`src/rtl/mu0_mem_pkg.sv`:
```
// Shared types and widths for the MU0 memory arbiter.
package mu0_mem_pkg;

    localparam int unsigned ADDR_W = 12;
    localparam int unsigned DATA_W = 16;

    typedef enum logic {
        PORT_FETCH,
        PORT_DATA
    } port_t;

    typedef enum logic {
        ST_IDLE,
        ST_WAIT
    } state_t;

endpackage

```
`src/rtl/mu0_rr_arb2.sv`:
```
// Two-way round-robin grant for the fetch and data ports.
// Ports:
//   clk, rst_n                   clock, async active-low reset
//   en_i                         grants allowed this cycle
//   req_fetch_i, req_data_i      requests
//   gnt_fetch_o, gnt_data_o      one-hot (or zero) grants, combinational
module mu0_rr_arb2
    import mu0_mem_pkg::*;
(
    input  logic clk,
    input  logic rst_n,
    input  logic en_i,
    input  logic req_fetch_i,
    input  logic req_data_i,
    output logic gnt_fetch_o,
    output logic gnt_data_o
);

    port_t last_grant_q, last_grant_d;

    always_comb begin
        gnt_fetch_o  = 1'b0;
        gnt_data_o   = 1'b0;
        last_grant_d = last_grant_q;
        if (en_i) begin
            if (req_fetch_i && req_data_i) begin
                // Under contention the port that did not win last time goes next.
                gnt_fetch_o = (last_grant_q == PORT_DATA);
                gnt_data_o  = (last_grant_q == PORT_FETCH);
            end else begin
                gnt_fetch_o = req_fetch_i;
                gnt_data_o  = req_data_i;
            end
        end
        if (gnt_fetch_o) begin
            last_grant_d = PORT_FETCH;
        end else if (gnt_data_o) begin
            last_grant_d = PORT_DATA;
        end
    end

    always_ff @(posedge clk or negedge rst_n) begin
        if (!rst_n) begin
            last_grant_q <= PORT_DATA;
        end else begin
            last_grant_q <= last_grant_d;
        end
    end

endmodule

```
`src/rtl/mu0_mem_arbiter.sv`:
```
// Merges the MU0 fetch port (read-only) and data port (read/write) onto the
// single-ported 16x4096 RAM. Read data returns as a registered, held value
// with a one-cycle rvalid pulse on the requesting port.
// Ports:
//   clk, rst_n                         clock, async active-low reset
//   i_req/i_addr -> i_gnt/i_rvalid/i_rdata           fetch port
//   d_req/d_we/d_addr/d_wdata -> d_gnt/d_rvalid/d_rdata  data port
//   ram_address/ram_read/ram_write/ram_writedata -> RAM, ram_readdata <- RAM
// READ_LATENCY: 0 = combinational RAM readdata, 1 = registered at issue edge.
module mu0_mem_arbiter
    import mu0_mem_pkg::*;
#(
    parameter int READ_LATENCY = 0
) (
    input  logic              clk,
    input  logic              rst_n,
    input  logic              i_req,
    input  logic [ADDR_W-1:0] i_addr,
    output logic              i_gnt,
    output logic              i_rvalid,
    output logic [DATA_W-1:0] i_rdata,
    input  logic              d_req,
    input  logic              d_we,
    input  logic [ADDR_W-1:0] d_addr,
    input  logic [DATA_W-1:0] d_wdata,
    output logic              d_gnt,
    output logic              d_rvalid,
    output logic [DATA_W-1:0] d_rdata,
    output logic [ADDR_W-1:0] ram_address,
    output logic              ram_read,
    output logic              ram_write,
    output logic [DATA_W-1:0] ram_writedata,
    input  logic [DATA_W-1:0] ram_readdata
);

    if (READ_LATENCY != 0 && READ_LATENCY != 1) begin : g_bad_latency
        $error("mu0_mem_arbiter: READ_LATENCY must be 0 or 1");
    end

    state_t            state_q, state_d;
    port_t             pending_q, pending_d;
    logic [ADDR_W-1:0] addr_q, addr_d;
    logic [DATA_W-1:0] wdata_q, wdata_d;
    logic              i_rvalid_q, i_rvalid_d;
    logic              d_rvalid_q, d_rvalid_d;
    logic [DATA_W-1:0] i_rdata_q, i_rdata_d;
    logic [DATA_W-1:0] d_rdata_q, d_rdata_d;
    logic              arb_en;
    logic              rd_gnt;

    // Reset gates the enable so no grant or RAM strobe escapes while held.
    assign arb_en = (state_q == ST_IDLE) && rst_n;

    mu0_rr_arb2 u_arb (
        .clk         (clk),
        .rst_n       (rst_n),
        .en_i        (arb_en),
        .req_fetch_i (i_req),
        .req_data_i  (d_req),
        .gnt_fetch_o (i_gnt),
        .gnt_data_o  (d_gnt)
    );

    always_comb begin
        ram_address   = addr_q;
        ram_writedata = wdata_q;
        ram_read      = 1'b0;
        ram_write     = 1'b0;
        if (i_gnt) begin
            ram_address = i_addr;
            ram_read    = 1'b1;
        end else if (d_gnt) begin
            ram_address   = d_addr;
            ram_writedata = d_wdata;
            ram_write     = d_we;
            ram_read      = !d_we;
        end
    end

    assign rd_gnt = ram_read;

    always_comb begin
        state_d    = state_q;
        pending_d  = pending_q;
        addr_d     = addr_q;
        wdata_d    = wdata_q;
        i_rvalid_d = 1'b0;
        d_rvalid_d = 1'b0;
        i_rdata_d  = i_rdata_q;
        d_rdata_d  = d_rdata_q;

        if (i_gnt || d_gnt) begin
            addr_d  = ram_address;
            wdata_d = ram_writedata;
        end
        if (rd_gnt) begin
            pending_d = i_gnt ? PORT_FETCH : PORT_DATA;
        end

        if (READ_LATENCY == 0) begin
            if (i_gnt) begin
                i_rdata_d  = ram_readdata;
                i_rvalid_d = 1'b1;
            end else if (rd_gnt) begin
                d_rdata_d  = ram_readdata;
                d_rvalid_d = 1'b1;
            end
        end else begin
            case (state_q)
                ST_IDLE: begin
                    if (rd_gnt) begin
                        state_d = ST_WAIT;
                    end
                end
                ST_WAIT: begin
                    state_d = ST_IDLE;
                    if (pending_q == PORT_FETCH) begin
                        i_rdata_d  = ram_readdata;
                        i_rvalid_d = 1'b1;
                    end else begin
                        d_rdata_d  = ram_readdata;
                        d_rvalid_d = 1'b1;
                    end
                end
                default: state_d = ST_IDLE;
            endcase
        end
    end

    always_ff @(posedge clk or negedge rst_n) begin
        if (!rst_n) begin
            state_q    <= ST_IDLE;
            pending_q  <= PORT_FETCH;
            addr_q     <= '0;
            wdata_q    <= '0;
            i_rvalid_q <= 1'b0;
            d_rvalid_q <= 1'b0;
            i_rdata_q  <= '0;
            d_rdata_q  <= '0;
        end else begin
            state_q    <= state_d;
            pending_q  <= pending_d;
            addr_q     <= addr_d;
            wdata_q    <= wdata_d;
            i_rvalid_q <= i_rvalid_d;
            d_rvalid_q <= d_rvalid_d;
            i_rdata_q  <= i_rdata_d;
            d_rdata_q  <= d_rdata_d;
        end
    end

    assign i_rvalid = i_rvalid_q;
    assign d_rvalid = d_rvalid_q;
    assign i_rdata  = i_rdata_q;
    assign d_rdata  = d_rdata_q;

endmodule

```
`config.mk`:
```
export PLATFORM = sky130hd
export DESIGN_NAME = mu0_mem_arbiter
export DESIGN_NICKNAME = d
export VERILOG_FILES = /design/src/rtl/mu0_mem_pkg.sv /design/src/rtl/mu0_rr_arb2.sv /design/src/rtl/mu0_mem_arbiter.sv
export SDC_FILE = /design/constraint.sdc
export NUM_CORES = 1
export LEC_CHECK = 0
export BUFFER_PORTS_ARGS = -buffer_cell sky130_fd_sc_hd__buf_4
export CAP_MARGIN = 20
export CORE_MARGIN = 4
export CORE_UTILIZATION = 45
export CTS_CLUSTER_SIZE = 16
export DETAILED_ROUTE_END_ITERATION = 10
export MAX_ROUTING_LAYER = met4
export PLACE_DENSITY = 0.78
export SYNTH_ARGS = -nofsm -noshare
export SYNTH_HDL_FRONTEND = slang
export SYNTH_SLANG_ARGS = --single-unit
```
`constraint.sdc`:
```
create_clock -name clk -period 1.8 [get_ports clk]
set_input_delay 0.27 -clock clk [delete_from_list [all_inputs] [get_ports clk]]
set_output_delay 0.27 -clock clk [all_outputs]
set_load 0.005 [all_outputs]
```
# Word-level counts from Yosys, hierarchy flattened
# Index checks and enable logic that the tools add are counted.
dict set report totals {
  ff_bits 63
  in_bits 61
  output_inout_bits 66
  elab_cells 31
}
dict set report op_classes {
  mux 17
  n_bitwise 2
  n_reduce_logical 5
}
# cell count
set op_table {}
lappend op_table {{2-to-1 mux 16 bit} 2}
lappend op_table {{2-to-1 mux 12 bit} 2}
lappend op_table {{2-to-1 mux 1 bit} 13}
lappend op_table {{NOT 1 bit} 2}
lappend op_table {{AND reduction 2 bit} 1}
lappend op_table {{nonzero test 2 bit} 1}
lappend op_table {{logical AND 1 bit} 1}
lappend op_table {{logical NOT 1 bit} 1}
lappend op_table {{logical OR 1 bit} 1}

# Longest topological paths before layout
# Gate-level depths: netlist (run 1).
dict set report logic_depth {
  word_depth 7
  depth_mapped 5
  mapped_depth_nobuf 4
}

# Hierarchy
# Synthesis (run 1) repeated with hierarchy kept, for this count alone.
dict set report unflattened {
  hier_cells 200
  hier_area_um2 2782.7
}
# mod instances cells_each area_per_inst_um2 seq_area_each_um2
set by_module_without_submodules {}
lappend by_module_without_submodules {mu0_mem_arbiter 1 192 2720.1 1551.5}
lappend by_module_without_submodules {mu0_rr_arb2 1 8 62.6 26.3}

# Worst setup path after synthesis (run 1)
# Ideal clock, no wire load.
dict set report synth_path {
  path_kind {register -> output}
  start {register u_arb.last_grant_q}
  end {output port ram_address[8]}
  t_arrival_ns 1.337
  required_ns 1.530
  setup_slack_ns 0.193
  path_stages_with_launch 6
  path_buffers 1
  path_cell_list {dfstp_2 nand2_1 nand3_2 inv_2 buf_2 a221o_2}
}
dict set report synth_via {
  elab_chain_len 5
  elab_cells_between_ends 7
  classes_between {mux: 6; bitwise: 1}
}
# item line
set synth_rtl {}
lappend synth_rtl {{start, declared} mu0_rr_arb2.sv:19} ;# port_t last_grant_q, last_grant_d;
lappend synth_rtl {{start signal, assigned} mu0_rr_arb2.sv:46} ;# last_grant_q <= last_grant_d;
lappend synth_rtl {{NOT 1 bit} mu0_rr_arb2.sv:29} ;# gnt_data_o = (last_grant_q == PORT_FETCH);
lappend synth_rtl {{2-to-1 mux 1 bit} mu0_rr_arb2.sv:26} ;# if (req_fetch_i && req_data_i) begin
lappend synth_rtl {{2-to-1 mux 1 bit} mu0_rr_arb2.sv:25} ;# if (en_i) begin
lappend synth_rtl {{net d_gnt} mu0_mem_arbiter.sv:26} ;# output logic d_gnt,
lappend synth_rtl {{2-to-1 mux 12 bit} mu0_mem_arbiter.sv:72} ;# end else if (d_gnt) begin
lappend synth_rtl {{2-to-1 mux 12 bit} mu0_mem_arbiter.sv:69} ;# if (i_gnt) begin
lappend synth_rtl {{end, declared} mu0_mem_arbiter.sv:29} ;# output logic [ADDR_W-1:0] ram_address,
# The timed path passes the listed nets, and every way through them passes these cells.

# Worst setup path in the final report (run 1)
dict set report layout_path {
  start {register u_arb.last_grant_q}
  end {output port ram_writedata[7]}
}
dict set report layout_via {
  elab_chain_len 5
  elab_cells_between_ends 7
  classes_between {mux: 6; bitwise: 1}
}
# item line
set layout_rtl {}
lappend layout_rtl {{NOT 1 bit} mu0_rr_arb2.sv:29}
lappend layout_rtl {{2-to-1 mux 1 bit} mu0_rr_arb2.sv:26}
lappend layout_rtl {{2-to-1 mux 1 bit} mu0_rr_arb2.sv:25}
lappend layout_rtl {{2-to-1 mux 16 bit} mu0_mem_arbiter.sv:72}
lappend layout_rtl {{2-to-1 mux 16 bit (*)} mu0_mem_arbiter.sv:69}
lappend layout_rtl {{end, declared} mu0_mem_arbiter.sv:32} ;# output logic [DATA_W-1:0] ram_writedata,
# Every way passes the cells marked *; elsewhere a longest branch is shown, timed or not.

==> impl_results.html, run 1 <==
<table>
<tr><th>Metric</th><th>Value</th></tr>
<tr><th colspan="2">Finish</th></tr>
<tr><td>Ant diodes</td><td>0</td></tr>
<tr><td>Net count of the finished layout</td><td>between 300 and 400</td></tr>
<tr><td>Fraction of final layout cells sized beyond drive strength 1</td><td>0.7259</td></tr>
<tr><td>Most common library cell in the layout ignoring fill and taps</td><td>sky130_fd_sc_hd__buf_4</td></tr>
<tr><td>Core occupancy in the finished layout</td><td>0.7363</td></tr>
<tr><td>Highest-count cells in the layout ignoring fill and taps</td><td>123 x sky130_fd_sc_hd__buf_4, 62 x sky130_fd_sc_hd__dfrtp_1, 48 x sky130_fd_sc_hd__mux2_2</td></tr>
<tr><td>Final-layout fill cell count</td><td>roughly 420</td></tr>
<tr><td>Area Overhead vs Synth</td><td>58.38%</td></tr>
<tr><th colspan="2">Global route</th></tr>
<tr><td>Overall global routing resource usage</td><td>0.2187</td></tr>
<tr><td>Largest net degree at the start of global routing</td><td>between 50 and 60</td></tr>
<tr><td>Overflow left after global routing</td><td>0</td></tr>
<tr><td>Wire length of the first global-routing pass</td><td>11960 µm</td></tr>
<tr><td>Vias in the first global route</td><td>2397</td></tr>
<tr><td>Antenna violations before repair</td><td>0</td></tr>
<tr><th colspan="2">Yosys</th></tr>
<tr><td>Post-synthesis cell count</td><td>188</td></tr>
<tr><td>Distinct cells, synth</td><td>19</td></tr>
<tr><td>Mapped Nets</td><td>about 250</td></tr>
<tr><td>Post-Syn Area</td><td>2769 µm²</td></tr>
<tr><td>FF+latch count, synth</td><td>63</td></tr>
<tr><td>Average size of a mapped cell</td><td>about 15 µm²</td></tr>
<tr><td>Fraction of the yosys area taken by sequential cells</td><td>0.5698</td></tr>
<tr><td>Synth Warn #</td><td>0</td></tr>
<tr><th colspan="2">Worst setup path</th></tr>
<tr><td>Startpoint Class</td><td>flip-flop</td></tr>
<tr><td>Worst Setup Path Type</td><td>reg -&gt; out</td></tr>
<tr><td>Category of the worst setup path capture point</td><td>primary output</td></tr>
<tr><td>Data arrival time of the critical path</td><td>between 1.5 and 2 ns</td></tr>
<tr><td>Required @ worst endpoint</td><td>1.53 ns</td></tr>
<tr><td>Largest driver fanout on the critical path</td><td>6</td></tr>
<tr><th colspan="2">STA</th></tr>
<tr><td>Final critical delay including setup and external delays</td><td>between 1.5 and 2 ns</td></tr>
<tr><td>Slew at the pin closest to its max-slew limit</td><td>0.6543 ns</td></tr>
<tr><td>Slew Limit Fails</td><td>0</td></tr>
<tr><td>Post-route setup slack</td><td>-0.1884 ns</td></tr>
<tr><td>Final cycle utilization of the critical path</td><td>1.105</td></tr>
<tr><td>Max Fclk</td><td>around 500 MHz</td></tr>
<tr><td>Number of failing setup endpoints in the final timing report</td><td>34</td></tr>
<tr><td>Post-Route Skew</td><td>0.006765 ns</td></tr>
<tr><td>Number of hold-slack violations in the final timing report</td><td>0</td></tr>
<tr><td>Worst hold slack after final layout</td><td>0.1259 ns</td></tr>
<tr><td>Relative max-transition margin</td><td>0.5638</td></tr>
<tr><td>RSZ-0062 raised after global routing</td><td>true</td></tr>
<tr><th colspan="2">Placement</th></tr>
<tr><td>Hpwl dp</td><td>5077 µm</td></tr>
<tr><td>Port bufs</td><td>126</td></tr>
<tr><td>Routability-driven placement congestion ratio</td><td>0.7200</td></tr>
<tr><th colspan="2">Drt</th></tr>
<tr><td>Via Count</td><td>2174</td></tr>
<tr><td>Number of remaining DRC errors</td><td>0</td></tr>
<tr><td>Detailed-route vias per instance</td><td>about 5.2</td></tr>
<tr><td>Overall routed net length</td><td>7800 µm</td></tr>
<tr><td>Routed wirelength normalized by instance count</td><td>approximately 19 µm</td></tr>
<tr><td>DRT Pass-1 Iters</td><td>4</td></tr>
<tr><td>Iteration-0 DRC count of the detailed router</td><td>107</td></tr>
<tr><td>Remaining antenna violation count after routing</td><td>0</td></tr>
<tr><th colspan="2">Clocking</th></tr>
<tr><td>Buffer depth of the longest clock path</td><td>2</td></tr>
<tr><td>Clock latency on the worst-skew pair</td><td>0.33 ns</td></tr>
<tr><td>TritonCTS Buffers</td><td>9</td></tr>
<tr><td>CTS tree</td><td>done</td></tr>
<tr><td>Cell chosen for the clock root</td><td>sky130_fd_sc_hd__clkbuf_8</td></tr>
<tr><td>Clock sinks</td><td>63</td></tr>
<tr><td>Clock input transition at the sequential cells of the worst setup and hold paths</td><td>0.07 ns</td></tr>
<tr><td>CTS HTree Levels</td><td>3</td></tr>
<tr><th colspan="2">Min path</th></tr>
<tr><td>Path class of the lowest-slack min-delay path</td><td>in -&gt; async</td></tr>
<tr><th colspan="2">Power and ir drop</th></tr>
<tr><td>Pwr per Cell Area</td><td>roughly 970 nW/µm²</td></tr>
<tr><td>Worst VDD drop</td><td>629.4 µV</td></tr>
<tr><td>Design Power</td><td>4.251 mW</td></tr>
<tr><td>Pleak</td><td>2.143 nW</td></tr>
<tr><th colspan="2">Die</th></tr>
<tr><td>Initial core utilization</td><td>0.4649</td></tr>
<tr><td>Number of rows in the core area</td><td>28</td></tr>
<tr><td>Die height</td><td>86.44 µm</td></tr>
<tr><td>Area enclosed by the die boundary</td><td>7472 µm²</td></tr>
<tr><td>Number of top-level pins</td><td>127</td></tr>
<tr><td>Core area</td><td>5956 µm²</td></tr>
<tr><td>Die Span X</td><td>86.44 µm</td></tr>
<tr><th colspan="2">Flow run</th></tr>
<tr><td>Maximum capacitance violations</td><td>0</td></tr>
<tr><th colspan="2">Run status</th></tr>
<tr><td>Failing checks</td><td>setup timing</td></tr>
<tr><td>Run status</td><td>complete, but fails checks</td></tr>
</table>
-- repair_timing --
| action | in CTS | in global routing |
|---|---|---|
| pin swaps | 3 | 4 |
| hold buffers | 1 | 0 |
| gates cloned | 3 | 2 |
| gates resized for setup | 44 | 2 |
| endpoints found under the hold margin | 10 | 0 |
| endpoints found under the setup margin | 30 | 32 |
| buffers inserted | 3 | 8 |
-- synthesized netlist by cell type --
| master | number | area (µm²) |
|---|---|---|
| sky130_fd_sc_hd__mux2_2 | 64 | 720.7 |
| sky130_fd_sc_hd__inv_2 | 1 | 3.750 |
| sky130_fd_sc_hd__nand3_2 | 1 | 10.01 |
| sky130_fd_sc_hd__a221o_1 | 19 | 190.2 |
| sky130_fd_sc_hd__and2_2 | 7 | 52.55 |
| sky130_fd_sc_hd__clkbuf_1 | 1 | 3.750 |
| sky130_fd_sc_hd__a21oi_2 | 1 | 8.760 |
| sky130_fd_sc_hd__buf_6 | 1 | 11.26 |
| sky130_fd_sc_hd__buf_2 | 8 | 40.04 |
| sky130_fd_sc_hd__dfstp_2 | 1 | 26.28 |
| sky130_fd_sc_hd__dfrtp_1 | 62 | 1551 |
| sky130_fd_sc_hd__a221o_2 | 5 | 56.30 |
| sky130_fd_sc_hd__o21ai_0 | 1 | 5.000 |
| sky130_fd_sc_hd__nor3b_1 | 1 | 7.510 |
| sky130_fd_sc_hd__buf_4 | 2 | 15.01 |
| sky130_fd_sc_hd__inv_1 | 1 | 3.750 |
| sky130_fd_sc_hd__and2_1 | 6 | 37.54 |
| sky130_fd_sc_hd__nand2_1 | 5 | 18.77 |
| sky130_fd_sc_hd__or2_2 | 1 | 6.260 |
-- worst max-delay path, cell delays in order (launching register included) --
cell and delay [ns]:
sky130_fd_sc_hd__dfstp_2 0.55, sky130_fd_sc_hd__nand2_2 0.07, sky130_fd_sc_hd__nand3_4 0.16, sky130_fd_sc_hd__buf_6 0.17, sky130_fd_sc_hd__mux2_4 0.31, sky130_fd_sc_hd__buf_6 0.12
-- final cells by class --
class	instances	area [µm²]	share of cell area
well taps	75	93.84	0.02140
multi-input cells	111	1199	0.2733
flip-flops and latches	63	1578	0.3598
clock inverters	5	33.78	0.007703
inverters	2	15.01	0.003424
repair buffers	150	1309	0.2984
clock buffers	11	141.4	0.03224
repair inverters	1	16.27	0.003709
-- through the flow --
step	TNS, ns	setup WS [ns]	cells	instance area [µm²]
after floorplan	0	0.1933	188	2769
after global placement	0	0.1042	387	3851
after detailed placement	0	0.08323	387	3851
after CTS	-5.017	-0.1987	409	4287
after global routing	-7.403	-0.2679	418	4385
final	-4.894	-0.1884	418	4385
-- routing by layer --
layer / track usage / wire length, µm / up-vias
met2: 0.3734 / 4163 / 81
met1: 0.2466 / 3050 / 1078
li1: - / - / 1007
met5: - / 0 / -
met3: 0.06654 / 512 / 8
met4: 0.06657 / 73 / 0
-- state kept, by name, indices dropped and copies added (netlist names) --
signal              flops
i_rvalid                1
i_rdata                16
d_rdata                16
u_arb.last_grant_q      1
d_rvalid                1
wdata_q                16
addr_q                 12
-- final timing paths --
kind / from / endpoint / slack (ns) / depth (start not counted)
worst min-delay path: rst_n / i_rdata[15] / 0.13 / 2
max in group asynchronous: rst_n / addr_q[9] / 0.91 / 3
worst max register to register: u_arb.last_grant_q / addr_q[9] / -0.06 / 8
worst max-delay path: u_arb.last_grant_q / ram_writedata[7] / -0.19 / 5
worst min register to register: u_arb.last_grant_q / u_arb.last_grant_q / 0.49 / 2
min in group clk: ram_readdata[2] / i_rdata[2] / 0.17 / 2
-- kinds of logic (layout without fill, tap and decap cells) --
group / count (synthesis) / count (layout) / share of synthesized area
buffers and inverters: 14 / 169 / 0.02801
AOI/OAI and AO/OA: 26 / 26 / 0.09399
and+or+nand+nor: 21 / 21 / 0.04790
DFF: 63 / 63 / 0.5698
muxes: 64 / 64 / 0.2603
-- power breakdown --
part / internal [mW] / switching (mW)
clock: 0.535 / 0.553
combinational: 0.889 / 0.454
sequential: 1.69 / 0.130
total: 3.11 / 1.14
Power figures use the tool's default switching activity.
==> run 2: changes to the inputs <==
Settings changed: CORE_MARGIN 4 to 2, SYNTH_HIERARCHICAL from default to 1.
==> run 2 against run 1 <==
The run still ends with setup timing left. Utilization rose by 2.1 points. Cell count rose by 4.3%. Cell area rose by 2.9%. Die area fell by 8.6%. Worst hold slack got worse by 0.11 ns. Clock-buffer cell count did not move. Critical endpoint is now ram_address[6]. Largest cell class unchanged.
==> impl_results.html, run 2 <==
<table>
<tr><th>Metric</th><th>Value</th></tr>
<tr><th colspan="2">Clocking</th></tr>
<tr><td>Cell chosen for the clock root</td><td>sky130_fd_sc_hd__clkbuf_8</td></tr>
<tr><td>CTS HTree Levels</td><td>3 (unchanged)</td></tr>
<tr><td>Buffer depth of the longest clock path</td><td>2 (unchanged)</td></tr>
<tr><td>CTS tree</td><td>done</td></tr>
<tr><td>Clock input transition at the sequential cells of the worst setup and hold paths</td><td>0.07 ns (about the same)</td></tr>
<tr><td>Clock sinks</td><td>63 (unchanged)</td></tr>
<tr><td>TritonCTS Buffers</td><td>9 (unchanged)</td></tr>
<tr><td>Clock latency on the worst-skew pair</td><td>0.32 ns (about the same)</td></tr>
<tr><th colspan="2">Drt</th></tr>
<tr><td>Routed wirelength normalized by instance count</td><td>17.31 µm (-7.3%)</td></tr>
<tr><td>Iteration-0 DRC count of the detailed router</td><td>44 (-59%)</td></tr>
<tr><td>Detailed-route vias per instance</td><td>5.092 (-2.1%)</td></tr>
<tr><td>DRT Pass-1 Iters</td><td>5 (+1)</td></tr>
<tr><td>Via Count</td><td>2220 (+2.1%)</td></tr>
<tr><td>Overall routed net length</td><td>7545 µm (-3.3%)</td></tr>
<tr><td>Remaining antenna violation count after routing</td><td>0 (unchanged)</td></tr>
<tr><td>Number of remaining DRC errors</td><td>0 (unchanged)</td></tr>
<tr><th colspan="2">Global route</th></tr>
<tr><td>Antenna violations before repair</td><td>0 (unchanged)</td></tr>
<tr><td>Overflow left after global routing</td><td>0 (unchanged)</td></tr>
<tr><td>Overall global routing resource usage</td><td>0.2294 (+0.01066)</td></tr>
<tr><td>Largest net degree at the start of global routing</td><td>40 (-26%)</td></tr>
<tr><td>Wire length of the first global-routing pass</td><td>11120 µm (-7.0%)</td></tr>
<tr><td>Vias in the first global route</td><td>2256 (-5.9%)</td></tr>
<tr><th colspan="2">STA</th></tr>
<tr><td>Relative max-transition margin</td><td>0.6732 (+0.1094)</td></tr>
<tr><td>Max Fclk</td><td>482.0 MHz (-4.2%)</td></tr>
<tr><td>Slew Limit Fails</td><td>0 (unchanged)</td></tr>
<tr><td>Post-Route Skew</td><td>0.004899 ns (-0.001866 ns)</td></tr>
<tr><td>Final critical delay including setup and external delays</td><td>2.075 ns (+0.08634 ns)</td></tr>
<tr><td>Number of hold-slack violations in the final timing report</td><td>0 (unchanged)</td></tr>
<tr><td>Post-route setup slack</td><td>-0.2747 ns (-0.08634 ns)</td></tr>
<tr><td>Number of failing setup endpoints in the final timing report</td><td>47 (+38%)</td></tr>
<tr><td>Final cycle utilization of the critical path</td><td>1.153 (+0.04796)</td></tr>
<tr><td>Slew at the pin closest to its max-slew limit</td><td>0.4903 ns (-0.1641 ns)</td></tr>
<tr><td>RSZ-0062 raised after global routing</td><td>true</td></tr>
<tr><th colspan="2">Finish</th></tr>
<tr><td>Area Overhead vs Synth</td><td>62.19%</td></tr>
<tr><td>Ant diodes</td><td>0 (unchanged)</td></tr>
<tr><td>Fraction of final layout cells sized beyond drive strength 1</td><td>0.7368 (+0.01089)</td></tr>
<tr><td>Post-route cell area</td><td>4513 µm² (+2.9%)</td></tr>
<tr><td>Combined area of the multi-input logic cells</td><td>1252 µm² (+4.5%)</td></tr>
<tr><td>Net count of the finished layout</td><td>417 (+4.5%)</td></tr>
<tr><td>Highest-count cells in the layout ignoring fill and taps</td><td>138 x sky130_fd_sc_hd__buf_4, 62 x sky130_fd_sc_hd__dfrtp_1, 51 x sky130_fd_sc_hd__mux2_2</td></tr>
<tr><td>Core occupancy in the finished layout</td><td>0.7578 (+0.02143)</td></tr>
<tr><td>Final-layout fill cell count</td><td>388 (-7.0%)</td></tr>
<tr><td>FF/Latch Area</td><td>1578 µm² (unchanged)</td></tr>
<tr><td>Most common library cell in the layout ignoring fill and taps</td><td>sky130_fd_sc_hd__buf_4</td></tr>
<tr><th colspan="2">Die</th></tr>
<tr><td>Core area</td><td>5956 µm² (unchanged)</td></tr>
<tr><td>Die Span X</td><td>82.64 µm (-4.4%)</td></tr>
<tr><td>Number of top-level pins</td><td>127 (unchanged)</td></tr>
<tr><td>Number of rows in the core area</td><td>28 (unchanged)</td></tr>
<tr><td>Die height</td><td>82.64 µm (-4.4%)</td></tr>
<tr><td>Initial core utilization</td><td>0.4672 (+0.002311)</td></tr>
<tr><td>Area enclosed by the die boundary</td><td>6829 µm² (-8.6%)</td></tr>
<tr><th colspan="2">Power and ir drop</th></tr>
<tr><td>Design Power</td><td>4.684 mW (+10%)</td></tr>
<tr><td>Pwr per Cell Area</td><td>1038 nW/µm² (+7.1%)</td></tr>
<tr><td>Reported net switching power</td><td>1.253 mW (+10%)</td></tr>
<tr><td>Worst VDD drop</td><td>854.9 µV (+36%)</td></tr>
<tr><td>Pleak</td><td>2.160 nW (+0.82%)</td></tr>
<tr><td>Clock share of power</td><td>0.259 (+0.003)</td></tr>
<tr><td>Fraction of power consumed by combinational cells</td><td>0.329 (+0.013)</td></tr>
<tr><td>Part of the power in registers</td><td>0.411 (-0.017)</td></tr>
<tr><td>Switching part of the total</td><td>0.2674 (about the same)</td></tr>
<tr><td>Internal portion of total power</td><td>3.431 mW (+10%)</td></tr>
<tr><th colspan="2">Worst setup path</th></tr>
<tr><td>Largest driver fanout on the critical path</td><td>8 (+2)</td></tr>
<tr><td>Chain of cells forming the critical path</td><td>inv_2 -&gt; a21oi_4 -&gt; buf_6 -&gt; buf_12 -&gt; buf_8 -&gt; nand2_2 -&gt; o21ai_2 -&gt; buf_4</td></tr>
<tr><td>Slowest stage cell on the critical path</td><td>sky130_fd_sc_hd__dfstp_2</td></tr>
<tr><td>Category of the worst setup path capture point</td><td>primary output</td></tr>
<tr><td>Worst Setup Path Type</td><td>reg -&gt; out</td></tr>
<tr><td>Setup slack, reg-to-reg</td><td>-0.13 ns (-0.07 ns)</td></tr>
<tr><td>Startpoint Class</td><td>flip-flop</td></tr>
<tr><td>Required @ worst endpoint</td><td>1.53 ns (about the same)</td></tr>
<tr><td>Biggest cell delay along the critical path</td><td>0.57 ns (+0.02 ns)</td></tr>
<tr><td>Data arrival time of the critical path</td><td>1.80 ns (+0.08 ns)</td></tr>
<tr><th colspan="2">Run status</th></tr>
<tr><td>Run status</td><td>complete, but fails checks</td></tr>
<tr><td>Failing checks</td><td>setup timing</td></tr>
<tr><th colspan="2">Yosys</th></tr>
<tr><td>Fraction of the yosys area taken by sequential cells</td><td>0.5670 (-0.002818)</td></tr>
<tr><td>Most used flip-flop cell after synthesis</td><td>sky130_fd_sc_hd__dfrtp_1</td></tr>
<tr><td>Most repeated cell in the gate-level netlist after synthesis</td><td>sky130_fd_sc_hd__dfrtp_1</td></tr>
<tr><td>Async SR Flop Fraction</td><td>1.000 (unchanged)</td></tr>
<tr><td>Most used standard cells in the synthesized netlist</td><td>62 x sky130_fd_sc_hd__dfrtp_1, 55 x sky130_fd_sc_hd__mux2_2, 25 x sky130_fd_sc_hd__o21ai_0, 14 x sky130_fd_sc_hd__nand2_1, 12 x sky130_fd_sc_hd__mux2i_1</td></tr>
<tr><td>Average size of a mapped cell</td><td>13.91 µm² (-5.5%)</td></tr>
<tr><td>Post-synthesis cell count</td><td>200 (+6.4%)</td></tr>
<tr><td>Synth area leader</td><td>sky130_fd_sc_hd__dfrtp_1</td></tr>
<tr><td>Post-synth EDFFs</td><td>0 (unchanged)</td></tr>
<tr><td>Largest cells by area after synthesis</td><td>sky130_fd_sc_hd__dfrtp_1 56%, sky130_fd_sc_hd__mux2_2 22%, sky130_fd_sc_hd__mux2_4 4.9%</td></tr>
<tr><td>Post-Syn Area</td><td>2783 µm² (+0.50%)</td></tr>
<tr><td>Distinct cells, synth</td><td>19 (unchanged)</td></tr>
<tr><td>FF+latch count, synth</td><td>63 (unchanged)</td></tr>
<tr><td>Post-synth top area share</td><td>0.5576 (-0.002771)</td></tr>
<tr><td>Synth Warn #</td><td>6 (+6)</td></tr>
<tr><td>Mapped Nets</td><td>261 (+4.8%)</td></tr>
<tr><th colspan="2">Placement</th></tr>
<tr><td>Port bufs</td><td>126 (unchanged)</td></tr>
<tr><td>Post-DP Area</td><td>3866 µm² (+0.39%)</td></tr>
<tr><td>Routability-driven placement congestion ratio</td><td>0.7520 (+4.4%)</td></tr>
<tr><td>Hpwl dp</td><td>4559 µm (-10%)</td></tr>
<tr><th colspan="2">Min path</th></tr>
<tr><td>Path class of the lowest-slack min-delay path</td><td>in -&gt; async</td></tr>
<tr><th colspan="2">Flow run</th></tr>
<tr><td>Maximum capacitance violations</td><td>0 (unchanged)</td></tr>
</table>
-- run 2: worst paths after layout --
path                                     from             end  cells after the start
setup / recovery           u_arb/last_grant_q  ram_address[6]                      8
hold / removal                          rst_n      wdata_q[0]                      2
setup reg to reg           u_arb/last_grant_q     d_rdata[10]                      9
hold reg to reg                    wdata_q[4]      wdata_q[4]                      1
max in group asynchronous               rst_n      d_rdata[9]                      3
min in group clk                    i_addr[3]       addr_q[3]                      3
-- run 2: power groups by stage --
stage	registers [mW]	clock network (mW)	logic, mW
global placement	1.93	0	1.32
finish	1.93	1.22	1.54
CTS	1.92	1.24	1.47
detailed placement	1.94	0	1.35
floorplan	1.92	0	0.577
global route	1.97	1.32	1.66
-- run 2: layer usage --
layer | part of all wire | vias to the layer above | global-route usage | wire, µm
met5 | 0 | - | - | 0
met4 | 0.021 | 0 | 0.1082 | 161
met3 | 0.076 | 19 | 0.05652 | 571
met2 | 0.51 | 88 | 0.3823 | 3881
met1 | 0.39 | 1090 | 0.2604 | 2930
li1 | - | 1023 | - | -
-- run 2: timing repair --
action,in CTS,in global routing
setup endpoints to repair,31,56
cloned,4,0
setup buffers,11,8
pin swaps,3,2
resized for setup,45,24
hold buffers,1,0
endpoints found under the hold margin,25,0
-- run 2: area by class of cell --
type / instances / area share
Multi-Input combinational cell: 122 / 0.2775
Timing Repair Buffer: 158 / 0.3063
Sequential cell: 63 / 0.3496
Clock buffer: 11 / 0.03133
Inverter: 2 / 0.001663
Tap cell: 75 / 0.02079
Clock inverter: 5 / 0.01275
-- run 2: metrics by stage --
stage               setup WS, ns  std cells  hold slack (ns)  TNS (ns)
finish                   -0.2747        436          0.01581    -8.998
global route             -0.3430        436          0.05267    -12.28
CTS                      -0.2968        430          0.01446    -9.341
detailed placement      -0.01670        398           0.3079  -0.04257
global placement         0.01892        398           0.3027         0
floorplan               0.005400        200         -0.02559         0
-- run 2: cells by family (layout without fill, tap and decap cells) --
group	Yosys count	after routing	synth area share
AOI/OAI and AO/OA	29	29	0.05486
buffers and inverters	15	176	0.03372
DFF	63	63	0.5670
muxes	76	76	0.3143
and+or+nand+nor	17	17	0.03013
-- run 2: worst max-delay path, delay by kind of cell, from the launching register on --
kind / cells / cell delay [ns]
buffers and inverters: 5 / 0.58
AO/OA/AOI/OAI: 2 / 0.25
flip-flops: 1 / 0.57
AND/OR/NAND/NOR: 1 / 0.07
